==> config.mk <==
export PLATFORM = sky130hd
export DESIGN_NAME = compress_sched
export DESIGN_NICKNAME = d
export VERILOG_FILES = /design/src/rtl/compress_sched_pkg.sv /design/src/rtl/compress_sched_round_cnt.sv /design/src/rtl/compress_sched.sv
export SDC_FILE = /design/constraint.sdc
export NUM_CORES = 1
export LEC_CHECK = 0
export CORE_ASPECT_RATIO = 0.9
export CORE_MARGIN = 8
export CORE_UTILIZATION = 50
export CTS_CLUSTER_DIAMETER = 200
export DETAILED_ROUTE_END_ITERATION = 10
export PLACE_DENSITY_LB_ADDON = 0.15
export SLEW_MARGIN = 20
export SYNTH_ARGS = -nofsm -noshare
export SYNTH_HDL_FRONTEND = slang
export SYNTH_SLANG_ARGS = --single-unit
==> constraint.sdc <==
create_clock -name clk -period 4.3 [get_ports clk]
set_clock_uncertainty 0.05 [all_clocks]
set_input_delay 1.075 -clock clk [delete_from_list [all_inputs] [get_ports clk]]
set_output_delay 1.075 -clock clk [all_outputs]
set_load 0.01 [all_outputs]
==> src/rtl/compress_sched_pkg.sv <==
// Shared constants, state encoding and helpers for the compression-round scheduler.
package compress_sched_pkg;

    localparam int ROUNDS          = 10;
    localparam int G_STEPS         = 8;
    localparam int BLOCK_BYTES     = 64;
    localparam int DIGEST_MAX      = 32;
    localparam int KEY_BLOCK_BYTES = 64;

    typedef logic [2:0] state_t;

    localparam state_t ST_IDLE     = 3'd0;
    localparam state_t ST_LOAD     = 3'd1;
    localparam state_t ST_INIT     = 3'd2;
    localparam state_t ST_COMPRESS = 3'd3;
    localparam state_t ST_FINAL    = 3'd4;
    localparam state_t ST_OUTPUT   = 3'd5;

    // Zero or oversized digest requests fall back to the full digest width.
    function automatic logic [5:0] digest_len(input logic [5:0] nn);
        if (nn == 6'd0 || int'(nn) > DIGEST_MAX) return 6'(DIGEST_MAX);
        return nn;
    endfunction

endpackage

==> src/rtl/compress_sched_round_cnt.sv <==
// G-step / round counter for one compression; wraps to zero after the last step.
module sched_round_cnt
    import compress_sched_pkg::*;
#(
    parameter int ROUNDS  = compress_sched_pkg::ROUNDS,
    parameter int G_STEPS = compress_sched_pkg::G_STEPS
) (
    input  logic       clk,
    input  logic       nreset,
    input  logic       en,
    output logic [3:0] round,
    output logic [2:0] g_idx,
    output logic       done
);

    localparam logic [3:0] LAST_ROUND = 4'(ROUNDS - 1);
    localparam logic [2:0] LAST_G     = 3'(G_STEPS - 1);

    assign done = en && (round == LAST_ROUND) && (g_idx == LAST_G);

    always_ff @(posedge clk or negedge nreset) begin
        if (!nreset) begin
            round <= 4'd0;
            g_idx <= 3'd0;
        end else if (en) begin
            if (g_idx == LAST_G) begin
                g_idx <= 3'd0;
                round <= (round == LAST_ROUND) ? 4'd0 : round + 4'd1;
            end else begin
                g_idx <= g_idx + 3'd1;
            end
        end
    end

endmodule

==> src/rtl/compress_sched.sv <==
// Block scheduler: collects a message block, then sequences init, G steps, finalisation and digest output.
module compress_sched
    import compress_sched_pkg::*;
#(
    parameter int ROUNDS      = compress_sched_pkg::ROUNDS,
    parameter int G_STEPS     = compress_sched_pkg::G_STEPS,
    parameter int BLOCK_BYTES = compress_sched_pkg::BLOCK_BYTES
) (
    input  logic        clk,
    input  logic        nreset,
    input  logic        data_v_i,
    input  logic [5:0]  data_idx_i,
    input  logic        block_first_i,
    input  logic        block_last_i,
    input  logic [5:0]  kk_i,
    input  logic [5:0]  nn_i,
    input  logic [63:0] ll_i,
    output logic        init_o,
    output logic        g_v_o,
    output logic [3:0]  round_o,
    output logic [2:0]  g_idx_o,
    output logic [63:0] t_o,
    output logic        f_o,
    output logic        fin_o,
    output logic        hash_v_o,
    output logic [4:0]  hash_idx_o,
    output logic        busy_o,
    output logic        err_o,
    output state_t      state_o
);

    state_t      state, state_nx;
    logic        first_q, last_q;
    logic [63:0] t_q;
    logic        f_q;
    logic [5:0]  out_n;
    logic [4:0]  out_cnt;
    logic        err_q;

    logic [3:0]  cnt_round;
    logic [2:0]  cnt_g;
    logic        cnt_done;

    logic        byte_last;
    logic        busy;
    logic        enter_compress;
    logic        last_now;
    logic [63:0] t_base;
    logic [63:0] t_entry;

    sched_round_cnt #(
        .ROUNDS  (ROUNDS),
        .G_STEPS (G_STEPS)
    ) u_round_cnt (
        .clk    (clk),
        .nreset (nreset),
        .en     (state == ST_COMPRESS),
        .round  (cnt_round),
        .g_idx  (cnt_g),
        .done   (cnt_done)
    );

    assign byte_last = data_v_i && (data_idx_i == 6'(BLOCK_BYTES - 1));
    assign busy      = !(state == ST_IDLE || state == ST_LOAD);

    always_comb begin
        state_nx = state;
        case (state)
            ST_IDLE:     if (data_v_i) state_nx = ST_LOAD;
            ST_LOAD:     if (byte_last) state_nx = block_first_i ? ST_INIT : ST_COMPRESS;
            ST_INIT:     state_nx = ST_COMPRESS;
            ST_COMPRESS: if (cnt_done) state_nx = ST_FINAL;
            ST_FINAL:    state_nx = last_q ? ST_OUTPUT : ST_IDLE;
            ST_OUTPUT:   if ({1'b0, out_cnt} == out_n - 6'd1) state_nx = ST_IDLE;
            default:     state_nx = ST_IDLE;
        endcase
    end

    // A block going straight from LOAD to COMPRESS has not latched its flags yet.
    assign enter_compress = (state_nx == ST_COMPRESS) && (state != ST_COMPRESS);
    assign last_now       = (state == ST_LOAD) ? block_last_i : last_q;
    assign t_base         = (state == ST_INIT && first_q) ? 64'd0 : t_q;
    assign t_entry        = last_now
                          ? ll_i + ((kk_i != 6'd0) ? 64'(KEY_BLOCK_BYTES) : 64'd0)
                          : t_base + 64'(BLOCK_BYTES);

    always_ff @(posedge clk or negedge nreset) begin
        if (!nreset) begin
            state   <= ST_IDLE;
            first_q <= 1'b0;
            last_q  <= 1'b0;
            t_q     <= 64'd0;
            f_q     <= 1'b0;
            out_n   <= 6'd0;
            out_cnt <= 5'd0;
            err_q   <= 1'b0;
        end else begin
            state <= state_nx;

            if (state == ST_LOAD && byte_last) begin
                first_q <= block_first_i;
                last_q  <= block_last_i;
                if (block_first_i) t_q <= 64'd0;
            end

            if (enter_compress) begin
                t_q <= t_entry;
                f_q <= last_now;
            end else if (state == ST_FINAL) begin
                f_q <= 1'b0;
            end

            if (state == ST_FINAL) begin
                out_cnt <= 5'd0;
                out_n   <= digest_len(nn_i);
            end else if (state == ST_OUTPUT) begin
                out_cnt <= out_cnt + 5'd1;
            end

            // A stray byte outranks the clear from a new message start.
            if (data_v_i && busy) begin
                err_q <= 1'b1;
            end else if (state == ST_LOAD && byte_last && block_first_i) begin
                err_q <= 1'b0;
            end
        end
    end

    assign init_o     = (state == ST_INIT);
    assign g_v_o      = (state == ST_COMPRESS);
    assign round_o    = (state == ST_COMPRESS) ? cnt_round : 4'd0;
    assign g_idx_o    = (state == ST_COMPRESS) ? cnt_g : 3'd0;
    assign t_o        = t_q;
    assign f_o        = f_q;
    assign fin_o      = (state == ST_FINAL);
    assign hash_v_o   = (state == ST_OUTPUT);
    assign hash_idx_o = (state == ST_OUTPUT) ? out_cnt : 5'd0;
    assign busy_o     = busy;
    assign err_o      = err_q;
    assign state_o    = state;

endmodule

* Word level (Yosys, flattened, before mapping)
Cells that the tools add are included.
** Cells by class
- Equal/unequal tests :: 11
- Reductions and logical operators :: 21
- $lt $le $gt $ge :: 1
- Mux-type cells :: 29
- $add $sub $neg :: 6
** Operator list (count)
- $mux 64 :: 5
- $add 64x7->64 :: 1
- $add 64x7->64 const B :: 1
- $mux 3 :: 7
- $pmux 3 s6 :: 1
- $mux 5 :: 3
- $mux 6 :: 2
- $reduce_bool 2->1 :: 5
- $eq 3x2->1 const B :: 3
- $eq 3x3->1 const B :: 3
- $logic_and 1x1->1 :: 8
- $mux 1 :: 8
- $mux 4 :: 2
- $mux 7 :: 1
- $eq 5x6->1 :: 1
- $eq 6x6->1 const B :: 1
- $gt 6x6->1 const B :: 1
- $logic_not 6->1 :: 1
- $reduce_bool 6->1 :: 1
- $sub 6x1->6 const B :: 1
- $add 5x1->5 const B :: 1
- $add 4x1->4 const B :: 1
- $eq 4x4->1 const B :: 1
- $reduce_and 2->1 :: 2
- other kinds (6) :: 7
** Storage, ports and cells
- Word-level logic and storage cells :: 78
- Register bits after elaboration :: 89

* Depth between registers and ports, before layout
Gate-level depths: netlist (run 1).
- Depth in word-level cells :: 9
- Gate-level depth with buffers :: 13
- Gate-level depth less buffers :: 11

* Hierarchy
From an unflattened synthesis (run 1), not the netlist that was laid out.
** Second synthesis, totals
- Cells, all modules :: 894
- Area total of the unflattened synthesis :: 7123.1 sq um
** Modules (own cells, without submodules)
- compress_sched :: area an instance 6771.5 sq um, cells each 866, times used 1
- sched_round_cnt :: area an instance 351.6 sq um, cells each 28, times used 1

* Least setup slack after synthesis (run 1)
No wires, ideal clock.
- Path type :: reg-to-reg
- From :: reg state[0] (netlist: state_o[0])
- To :: reg t_q[44] (netlist: t_o[44])
- Slack :: 857 ps
- Arrival :: 3252 ps
- Required time :: 4110 ps
- Library setup time :: 140 ps
- Stages on the path, launching flop included :: 14
- Cell sequence :: dfrtp_1 -> buf_2 -> nand4bb_1 -> clkbuf_1 -> clkbuf_1 -> and2_1 -> ha_1 -> nand2_1 -> or4_1 -> clkbuf_1 -> nor3_1 -> a21oi_1 -> o21ai_0 -> o221ai_1
** Between the ends
- Word-level cells in the longest chain between the ends :: 9
** RTL lines
- start, declared :: RTL line compress_sched.sv:32 : state_t state, state_nx;
- start signal, assigned :: RTL line compress_sched.sv:98 : state <= state_nx;
- branches (longest 9 deep; another with $add 64x7->64)
- end signal, assigned :: RTL line compress_sched.sv:107 : t_q <= t_entry;
- end, declared :: RTL line compress_sched.sv:34 : logic [63:0] t_q;
Parallel ways; which one is timed is not known.
A chain may end at the register's enable or synchronous reset.

* Worst setup path after layout (run 1)
- From :: in kk_i[3]
- To :: reg t_q[38] (netlist: t_o[38])
** Between the ends
- Word-level cells in the longest chain between the ends :: 5
** RTL lines
- start, declared :: RTL line compress_sched.sv:15 : input logic [5:0] kk_i,
- $reduce_bool 6->1 :: RTL line compress_sched.sv:84 : ? ll_i + ((kk_i != 6'd0) ? 64'(KEY_BLOCK_BYTES) : 64'd0)
- $mux 7 :: RTL line compress_sched.sv:84
- $add 64x7->64 :: RTL line compress_sched.sv:84
- $mux 64 :: RTL line compress_sched.sv:84
- $mux 64 :: RTL line compress_sched.sv:106 : if (enter_compress) begin
Every way passes these cells.

==> results.sh, run 1 <==
export IMPL_status="finished clean"
export IMPL_n_antenna_cell=0
export IMPL_core_area_um2=13200
export IMPL_grt_antenna_before_repair=0
export IMPL_first_pass_iters=5
export IMPL_pin_count=173
export IMPL_post_route_period_util_pct=84.1
export IMPL_syn2layout_area_growth_pct=34.3
export IMPL_syn_area_um2=6710
export IMPL_routed_via_density=6.34
export IMPL_ys_top_cells_by_area="dfrtp_1 33%, nand2_1 7.2%, nand3_1 5.0%, xnor2_1 4.4%, xor2_1 4.4%"
export IMPL_regToRegSetupSlack_ps=990
export IMPL_clockRootBuffer="clkbuf_16"
export IMPL_min_path_cells=1
export IMPL_arrival_ps=3810
export IMPL_rr_worst_depth=9
export IMPL_gp_congestion=0.908
export IMPL_cap_violations=0
export IMPL_switchingPower_uw=1520
export IMPL_p_int_uw=2420
export IMPL_crit_required_ps=4500
export IMPL_cts_tree="yes"
export IMPL_die_h_um=126
export IMPL_finalSetupViolCount=0
export IMPL_max_stage_delay_ps=460
export IMPL_min_path_type="flip-flop to flip-flop"
export IMPL_overflow=0
export IMPL_worstSetupPathType="primary input to flip-flop"
export IMPL_cts_sinks=89
export IMPL_wire_per_inst_um=19.6
export IMPL_ctsHtreeMaxLevel=3
export IMPL_cp_cell_sequence="clkdlybuf4s50_1, nor4_1, nand2_1, ha_1, ha_1, and2_1, and4_1, nand4_1, or3_1, xnor2_1, a22o_1, a22o_1"
export IMPL_cellPowerDensity_nw_per_um2=437
export IMPL_timing_fmax_mhz=277
export IMPL_cts_buffers=9
export IMPL_core_rowCount=40
export IMPL_rsz0062_at_grt="no"
export IMPL_port_buffers=172
export IMPL_p_seq_share_pct=38.0
export IMPL_ir_worst_vdd_v=0.000311
export IMPL_tns_ps=0
export IMPL_leakage_uw=0.00353
export IMPL_dr_total_vias=7516
export IMPL_drive_above_1_share_pct=6.78
export IMPL_ys_seq_area_share_pct=33.2
export IMPL_yosys_area_top_type_share_pct=33.2
export IMPL_post_route_min_period_ps=3620
export IMPL_yosysWarnings=0
export IMPL_dp_hpwl_um=17000
export IMPL_postCtsSetupRepairBufs=0
export IMPL_combPwrFrac_pct=40.7
export IMPL_synth_cell_types=62
export IMPL_synth_edf_count=0
export IMPL_end_kind="flip-flop"
export IMPL_grt_use_met3_pct=6.27
export IMPL_synth_async_reset_ratio_pct=100
export IMPL_worst_pin_slew_ps=960
export IMPL_drt_iter0_drc=813
export IMPL_min_from="t_o[4]"
export IMPL_slowest_stage="clkdlybuf4s50_1"
export IMPL_wirelength_um=23300
export IMPL_ctsResizeCount=0
export IMPL_start_util_pct=50.8
export IMPL_grt_pass1_wl_um=38000
export IMPL_cts_clk_slew_worst_paths_ps=70
export IMPL_r2r_start="state_o[2]"
export IMPL_synth_nets=934
export IMPL_dieWidth_um=138
export IMPL_yosysTopAreaCell="dfrtp_1"
export IMPL_n_fill_cell=1135
export IMPL_layout_setup_ws_ps=684
export IMPL_grt_use_met1_pct=33.7
export IMPL_ys_flop_type="dfrtp_1"
export IMPL_clock_path_buffers=2
export IMPL_totalPowerFinal_uw=3940
export IMPL_grt_pass1_vias=7299
export IMPL_synth_seq_cells=89
export IMPL_drv_slew=0
export IMPL_syn_inst=840
export IMPL_startpoint_type="primary input"
export IMPL_die_area_um2=17400
export IMPL_grt_max_degree=41
export IMPL_relSlewSlack_pct=36.0
export IMPL_pre_cts_ws_ps=349
export IMPL_clkPwrFrac_pct=21.3
export IMPL_met2_usage_pct=41.4
export IMPL_drc=0
export IMPL_crit_fanout=5
export IMPL_groute_usage_overall_pct=26.1
export IMPL_ctsHoldBuffers=0
export IMPL_layout_nets=1106
export IMPL_hold_viol_final=0
export IMPL_hold_path_endpoint="t_o[4]"
export IMPL_synth_area_per_cell_um2=7.99
export IMPL_ant_nets=0
export IMPL_r2r_end="t_o[58]"
export IMPL_grt_busiest_layer="met2"
export IMPL_swShare_pct=38.5
export IMPL_clock_latency_ps=360
## metal layers
metal	wire (µm)	part of all wire [%]
met3	2130	9.1
met5	0	0
met4	556	2.4
met2	10800	46
met1	9790	42
## cells in the mapped netlist, types with 5 or more instances
cell type and number:
clkbuf_1 32, mux2_2 6, a31oi_1 14, xor2_1 34, nand2_1 128, o211ai_1 5
ha_1 7, o22ai_1 13, xnor2_1 34, and3_1 32, nand4_1 38, and4_1 14
dfrtp_1 89, a21o_1 9, buf_2 5, a22o_1 15, nand2b_1 9, o21ai_0 51
nand3_1 67, nor4_2 6, nor4_1 14, nand3b_1 5, inv_1 12, nor3_1 30
a21oi_1 32, or3_1 6, nor2_1 45, and2_1 10, o221ai_1 6
## layout by cell type, fill, tap and decap left out, types with 15 or more instances in the layout
cell / netlist / final
nor3_1: 30 / 30
nor2_1: 45 / 44
nand2_1: 128 / 128
o21ai_0: 51 / 51
buf_4: 0 / 29
dfrtp_1: 89 / 89
and3_1: 32 / 32
clkdlybuf4s50_1: 0 / 171
nand3_1: 67 / 67
nand4_1: 38 / 38
a22o_1: 15 / 15
a21oi_1: 32 / 32
xor2_1: 34 / 34
xnor2_1: 34 / 34
## sequential cells by signal (all words and copies together), names as in the netlist
| register | cells |
|---|---|
| last_q | 1 |
| f_o | 1 |
| err_o | 1 |
| state_o | 3 |
| u_round_cnt.round | 4 |
| out_n | 6 |
| u_round_cnt.g_idx | 3 |
| out_cnt | 5 |
| first_q | 1 |
| t_o | 64 |
## critical path, delay by kind of cell
| family | cells | cell delay, ps |
|---|---|---|
| simple gates | 6 | 1220 |
| fa+ha+maj | 2 | 470 |
| buf+inv | 1 | 460 |
| compound gates | 2 | 460 |
| xor+xnor | 1 | 140 |
## cells by family (layout without fill, tap and decap cells)
family	after synthesis	count (layout)	share of synthesized area, %
buffers and inverters	52	229	3.00
DFF	89	89	33.2
muxes	8	8	1.30
AOI/OAI and AO/OA	184	184	18.0
xor gates and xnor gates	68	68	8.87
and+or+nand+nor	432	432	34.3
adders and majority gates	7	7	1.30
## final cells by class
cell class	instances	area (µm²)	area share, %
well taps	168	210	2.33
multi-input cells	699	4300	47.7
inverters	13	48.8	0.541
clock inverters	5	61.3	0.680
repair buffers	200	1930	21.4
clock buffers	11	243	2.69
flip-flops and latches	89	2230	24.7
## how the worst max path moves through the flow
stage	slack (ps)	to	startpoint	cells after the start
2_1_floorplan	860	t_o[44]	state_o[0]	13
3_3_place_gp	420	t_o[38]	kk_i[2]	12
3_5_place_dp	350	t_o[38]	kk_i[3]	12
4_1_cts	720	t_o[38]	kk_i[3]	12
5_1_grt	560	fin_o	state_o[2]	4
6_report	680	t_o[38]	kk_i[3]	12
## per-stage QoR
step                instances  hold slack [ps]  area, µm²  util [%]
detailed placement       1169              441       8710      66.0
finish                   1185              458       9020      68.3
floorplan                 840              410       6710         -
global route             1185              476       9020      68.3
global placement         1169              431       8710      66.0
CTS                      1185              459       9020      68.3
## power groups by stage
stage / Sequential, µW / Combinational (µW) / Clock (µW)
after floorplan: 1510 / 648 / 0
after global placement: 1500 / 1570 / 0
after detailed placement: 1500 / 1600 / 0
after CTS: 1490 / 1610 / 850
after global routing: 1550 / 1740 / 879
final: 1500 / 1600 / 838
No activity file was read; power rests on OpenSTA's default activity.
==> run 2: changes to the inputs <==
--- a/config.mk
+++ b/config.mk
@@ -7,7 +7,7 @@
 export LEC_CHECK = 0
 export CORE_ASPECT_RATIO = 0.9
 export CORE_MARGIN = 8
-export CORE_UTILIZATION = 50
+export CORE_UTILIZATION = 45
 export CTS_CLUSTER_DIAMETER = 200
 export DETAILED_ROUTE_END_ITERATION = 10
 export PLACE_DENSITY_LB_ADDON = 0.15
==> constraint.sdc (replaced) <==
create_clock -name clk -period 3.07 [get_ports clk]
set_clock_uncertainty 0.05 [all_clocks]
set_input_delay 0.7675 -clock clk [delete_from_list [all_inputs] [get_ports clk]]
set_output_delay 0.7675 -clock clk [all_outputs]
set_load 0.01 [all_outputs]
==> results.sh, run 2 (synthesized netlist as in run 1, its figures left out) <==
export IMPL_status="finished clean"
export IMPL_drive_above_1_share_pct=13.3
export IMPL_groute_usage_overall_pct=25.1
export IMPL_arrival_ps=3140
export IMPL_leakage_uw=0.00389
export IMPL_dp_hpwl_um=17900
export IMPL_clockRootBuffer="clkbuf_16"
export IMPL_cts_clk_slew_worst_paths_ps=70
export IMPL_drt_iter0_drc=650
export IMPL_die_h_um=132
export IMPL_wirelength_um=24200
export IMPL_first_pass_iters=5
export IMPL_crit_fanout=3
export IMPL_cellPowerDensity_nw_per_um2=589
export IMPL_post_route_period_util_pct=95.6
export IMPL_rsz0062_at_grt="yes"
export IMPL_drv_slew=0
export IMPL_gp_congestion=0.944
export IMPL_overflow=0
export IMPL_startpoint_type="primary input"
export IMPL_worst_pin_slew_ps=884
export IMPL_finalSetupViolCount=0
export IMPL_core_rowCount=42
export IMPL_relSlewSlack_pct=40.2
export IMPL_postCtsSetupRepairBufs=0
export IMPL_grt_pass1_wl_um=38400
export IMPL_dieWidth_um=145
export IMPL_cts_buffers=9
export IMPL_final_cell_mix="171 x clkdlybuf4s50_1, 128 x nand2_1, 92 x buf_4"
export IMPL_totalPowerFinal_uw=5690
export IMPL_ctsHtreeMaxLevel=3
export IMPL_crit_required_ps=3270
export IMPL_end_kind="flip-flop"
export IMPL_wire_per_inst_um=18.9
export IMPL_timing_fmax_mhz=341
export IMPL_pin_count=173
export IMPL_clock_path_buffers=2
export IMPL_port_buffers=172
export IMPL_grt_antenna_before_repair=0
export IMPL_largest_reg_flops=64
export IMPL_start_util_pct=45.8
export IMPL_min_path_type="primary input to asynchronous set/reset pin"
export IMPL_cts_tree="yes"
export IMPL_routed_via_density=5.99
export IMPL_hold_viol_final=0
export IMPL_dr_total_vias=7678
export IMPL_layout_nets=1173
export IMPL_clock_latency_ps=360
export IMPL_ir_worst_vdd_v=0.000378
export IMPL_post_route_min_period_ps=2940
export IMPL_core_area_um2=14700
export IMPL_syn2layout_area_growth_pct=43.9
export IMPL_pre_cts_ws_ps=-302
export IMPL_cap_violations=0
export IMPL_ant_nets=0
export IMPL_final_common_cell="clkdlybuf4s50_1"
export IMPL_drc=0
export IMPL_layout_setup_ws_ps=134
export IMPL_cts_sinks=89
export IMPL_die_area_um2=19100
export IMPL_grt_pass1_vias=7382
export IMPL_worstSetupPathType="primary input to flip-flop"
export IMPL_n_antenna_cell=0
export IMPL_grt_max_degree=41
-- run 2: changes by cell type in the layout (fill, tap and decap cells not counted), sizes merged --
cell / delta
clkbuf: -1
clkinv: -2
clkinvlp: +2
buf: +67
inv: +1
-- run 2: area by class of cell --
| type | instances | area (µm²) |
|---|---|---|
| clock buffers | 10 | 239 |
| multi-input cells | 699 | 4340 |
| inverters | 13 | 48.8 |
| flip-flops and latches | 89 | 2230 |
| well taps | 198 | 248 |
| clock inverters | 6 | 73.8 |
| fillers | 1270 | 5000 |
| repair buffers | 267 | 2480 |
-- run 2: what timing repair did --
item,4_1_cts,5_1_grt
setup endpoints to repair,0,17
gates resized for setup,0,5
hold buffers,0,0
-- run 2: worst paths after layout --
path	startpoint	endpoint	slack [ps]	depth (start not counted)
min reg2reg	err_o	err_o	460	1
min in group clk	err_o	err_o	460	1
max reg2reg	state_o[0]	t_o[34]	200	9
min	nreset	out_n[2]	350	1
max in group asynchronous	nreset	t_o[43]	1880	2
max	kk_i[5]	t_o[38]	130	12
-- run 2: power by group --
group	total, µW	leakage, µW	internal (µW)	switching [µW]
registers	2090	0.00112	1550	543
logic	2400	0.00262	1280	1110
clock network	1200	0.000148	665	534
total	5690	0.00389	3500	2190
-- run 2: worst max-delay path: stages --
cell and delay, ps:
clkdlybuf4s50_1 460, nor4_1 50, nand2_1 70, ha_1 160
ha_1 160, and2_4 160, and4_1 220, nand4_1 150
or3_1 360, xnor2_1 140, a22o_1 230, a22o_1 220
-- run 2: metal layers --
metal  global-route usage, %  routed length (µm)  share of wire (%)  vias up
met1                    33.0                9910                 41     3621
met2                    40.2               11400                 47      387
li1                        -                   -                  -     3624
met4                    7.05                 517                2.1        0
met3                    5.72                2390                9.9       46
met5                       0                   0                  0        -
-- run 2: metrics by stage --
stage | TNS (ps) | cells | hold WS, ps | instance area [µm²] | utilization (%)
finish | 0 | 1282 | 346 | 9660 | 65.9
detailed placement | -3790 | 1266 | 440 | 9330 | 63.6
floorplan | 0 | 840 | 422 | 6750 | -
CTS | 0 | 1282 | 363 | 9640 | 65.8
global route | -23.4 | 1282 | 380 | 9660 | 65.9
global placement | -2990 | 1266 | 436 | 9330 | 63.6
==> run 3: changes to the inputs <==
--- a/config.mk
+++ b/config.mk
@@ -5,7 +5,7 @@
 export SDC_FILE = /design/constraint.sdc
 export NUM_CORES = 1
 export LEC_CHECK = 0
-export CORE_ASPECT_RATIO = 0.9
+export CORE_ASPECT_RATIO = 1.75
 export CORE_MARGIN = 8
 export CORE_UTILIZATION = 45
 export CTS_CLUSTER_DIAMETER = 200
==> results.sh, run 3 (synthesized netlist as in run 1, its figures left out) <==
export IMPL_dp_hpwl_um=19300
export IMPL_fin_util_pct=66.1
export IMPL_first_pass_iters=5
export IMPL_grt_antenna_before_repair=0
export IMPL_dieWidth_um=108
export IMPL_drive_above_1_share_pct=14.2
export IMPL_drc=0
export IMPL_routed_via_density=5.98
export IMPL_largest_reg_flops=64
export IMPL_n_fill_cell=1302
export IMPL_drv_slew=0
export IMPL_worst_pin_slew_ps=851
export IMPL_post_route_min_period_ps=3000
export IMPL_cpMostUsedCell="a22o_1"
export IMPL_clockRootBuffer="clkbuf_16"
export IMPL_core_area_um2=14800
export IMPL_final_common_cell="clkdlybuf4s50_1"
export IMPL_grt_max_degree=45
export IMPL_cts_sinks=89
export IMPL_cts_tree="yes"
export IMPL_cellPowerDensity_nw_per_um2=576
export IMPL_cts_clk_slew_worst_paths_ps=60
export IMPL_end_kind="flip-flop"
export IMPL_regToRegSetupSlack_ps=260
export IMPL_grt_pass1_wl_um=39500
export IMPL_worstSetupPathType="primary input to flip-flop"
export IMPL_layout_setup_ws_ps=71.2
export IMPL_ctsHoldBuffers=0
export IMPL_cts_buffers=9
export IMPL_finalSetupViolCount=0
export IMPL_min_path_type="primary input to asynchronous set/reset pin"
export IMPL_clkPwrFrac_pct=19.5
export IMPL_groute_usage_overall_pct=25.8
export IMPL_gp_congestion=0.957
export IMPL_dr_total_vias=7635
export IMPL_place_inst=1260
export IMPL_hold_viol_final=0
export IMPL_place_area_um2=9420
export IMPL_max_stage_delay_ps=470
export IMPL_port_buffers=172
export IMPL_arrival_ps=3180
export IMPL_relSlewSlack_pct=42.7
export IMPL_final_cell_mix="169 x clkdlybuf4s50_1, 128 x nand2_1, 98 x buf_4"
export IMPL_crit_fanout=2
export IMPL_start_util_pct=45.5
export IMPL_totalPowerFinal_uw=5620
export IMPL_drt_iter0_drc=424
export IMPL_core_rowCount=59
export IMPL_swShare_pct=37.9
export IMPL_die_h_um=178
export IMPL_cap_violations=0
export IMPL_wirelength_um=24700
export IMPL_post_route_period_util_pct=97.7
export IMPL_clock_latency_ps=340
export IMPL_clock_path_buffers=2
export IMPL_pre_cts_ws_ps=-339
export IMPL_overflow=0
export IMPL_wire_per_inst_um=19.3
export IMPL_crit_buf_inv=1
export IMPL_ctsHtreeMaxLevel=3
export IMPL_n_antenna_cell=0
export IMPL_startpoint_type="primary input"
export IMPL_cp_top_family="simple AND/OR/NAND/NOR gates"
export IMPL_timing_fmax_mhz=333
export IMPL_die_area_um2=19200
export IMPL_layout_nets=1183
export IMPL_switchingPower_uw=2130
export IMPL_p_seq_share_pct=36.8
export IMPL_slowest_stage="clkdlybuf4s50_1"
export IMPL_fin_area_um2=9760
export IMPL_pin_count=173
export IMPL_cp_cell_sequence="clkdlybuf4s50_1, nor4_2, nand2_1, ha_2, ha_4, and2_4, and4_1, nand4_1, or3_4, xnor2_1, a22o_1, a22o_1"
export IMPL_crit_required_ps=3250
export IMPL_ir_worst_vdd_v=0.000373
export IMPL_p_int_uw=3490
export IMPL_leakage_uw=0.00396
export IMPL_status="finished clean"
export IMPL_ant_nets=0
export IMPL_final_cell_count_no_fill=1277
export IMPL_combPwrFrac_pct=43.6
export IMPL_syn2layout_area_growth_pct=45.4
export IMPL_grt_pass1_vias=7734
==> run 3: cell types whose count changed in the layout (fill, tap and decap cells not counted), moves of 2 or more <==
cell	previous run	this run
inv_6	2	0
dlymetal6s2s_1	0	2
ha_1	7	5
clkinv_2	0	2
buf_4	92	98
clkbuf_1	0	2
buf_12	4	7
clkdlybuf4s50_1	171	169
==> run 3: metrics by stage <==
step / hold WS, ps / setup TNS [ps]
2_1_floorplan: 422 / 0
3_3_place_gp: 437 / -4090
3_5_place_dp: 438 / -5130
4_1_cts: 243 / 0
5_1_grt: 250 / -23.9
6_report: 245 / 0
==> run 3: what timing repair did <==
| action | CTS | global route |
|---|---|---|
| resized for setup | 0 | 12 |
| buffers inserted | 0 | 1 |
| endpoints found under the setup margin | 0 | 15 |
==> run 3: per-layer routing <==
metal | wire [µm] | track usage [%] | vias up
li1 | - | - | 3637
met1 | 8850 | 26.8 | 3658
met2 | 13300 | 47.3 | 267
met3 | 1340 | 4.07 | 73
met4 | 1220 | 14.5 | 0
met5 | 0 | 0 | -
==> run 3: worst paths after layout <==
check | startpoint | depth (start not counted) | endpoint
hold reg to reg | err_o | 1 | err_o
max in group asynchronous | nreset | 2 | t_o[46]
setup reg to reg | first_q | 9 | t_o[58]
min in group clk | err_o | 1 | err_o
setup / recovery | kk_i[3] | 12 | t_o[38]
hold / removal | nreset | 1 | t_o[12]
==> run 3: area by class of cell <==
| class | count | area, µm² | area share [%] |
|---|---|---|---|
| inverter | 13 | 48.8 | 0.500 |
| sequential | 89 | 2230 | 22.8 |
| multi-input combinational | 699 | 4360 | 44.7 |
| timing repair buffer | 277 | 2600 | 26.7 |
| tap | 183 | 229 | 2.35 |
| clock inverter | 5 | 56.3 | 0.577 |
| clock buffer | 11 | 233 | 2.38 |
==> run 3: power groups by stage <==
| stage | clock [µW] | sequential, µW | combinational, µW |
|---|---|---|---|
| 2_1_floorplan | 0 | 2120 | 912 |
| 3_3_place_gp | 0 | 2070 | 2420 |
| 3_5_place_dp | 0 | 2080 | 2460 |
| 4_1_cts | 1110 | 2060 | 2470 |
| 5_1_grt | 1160 | 2150 | 2660 |
| 6_report | 1100 | 2070 | 2450 |
==> run 3: worst reg2reg max path: stages (launching register included) <==
cell and delay, ps:
dfrtp_1 420, nand4bb_4 130, and2_1 140, ha_1 210
nand2_1 110, or4_1 720, nor4_4 410, nand3_1 160
or3_1 320, nand4_1 90
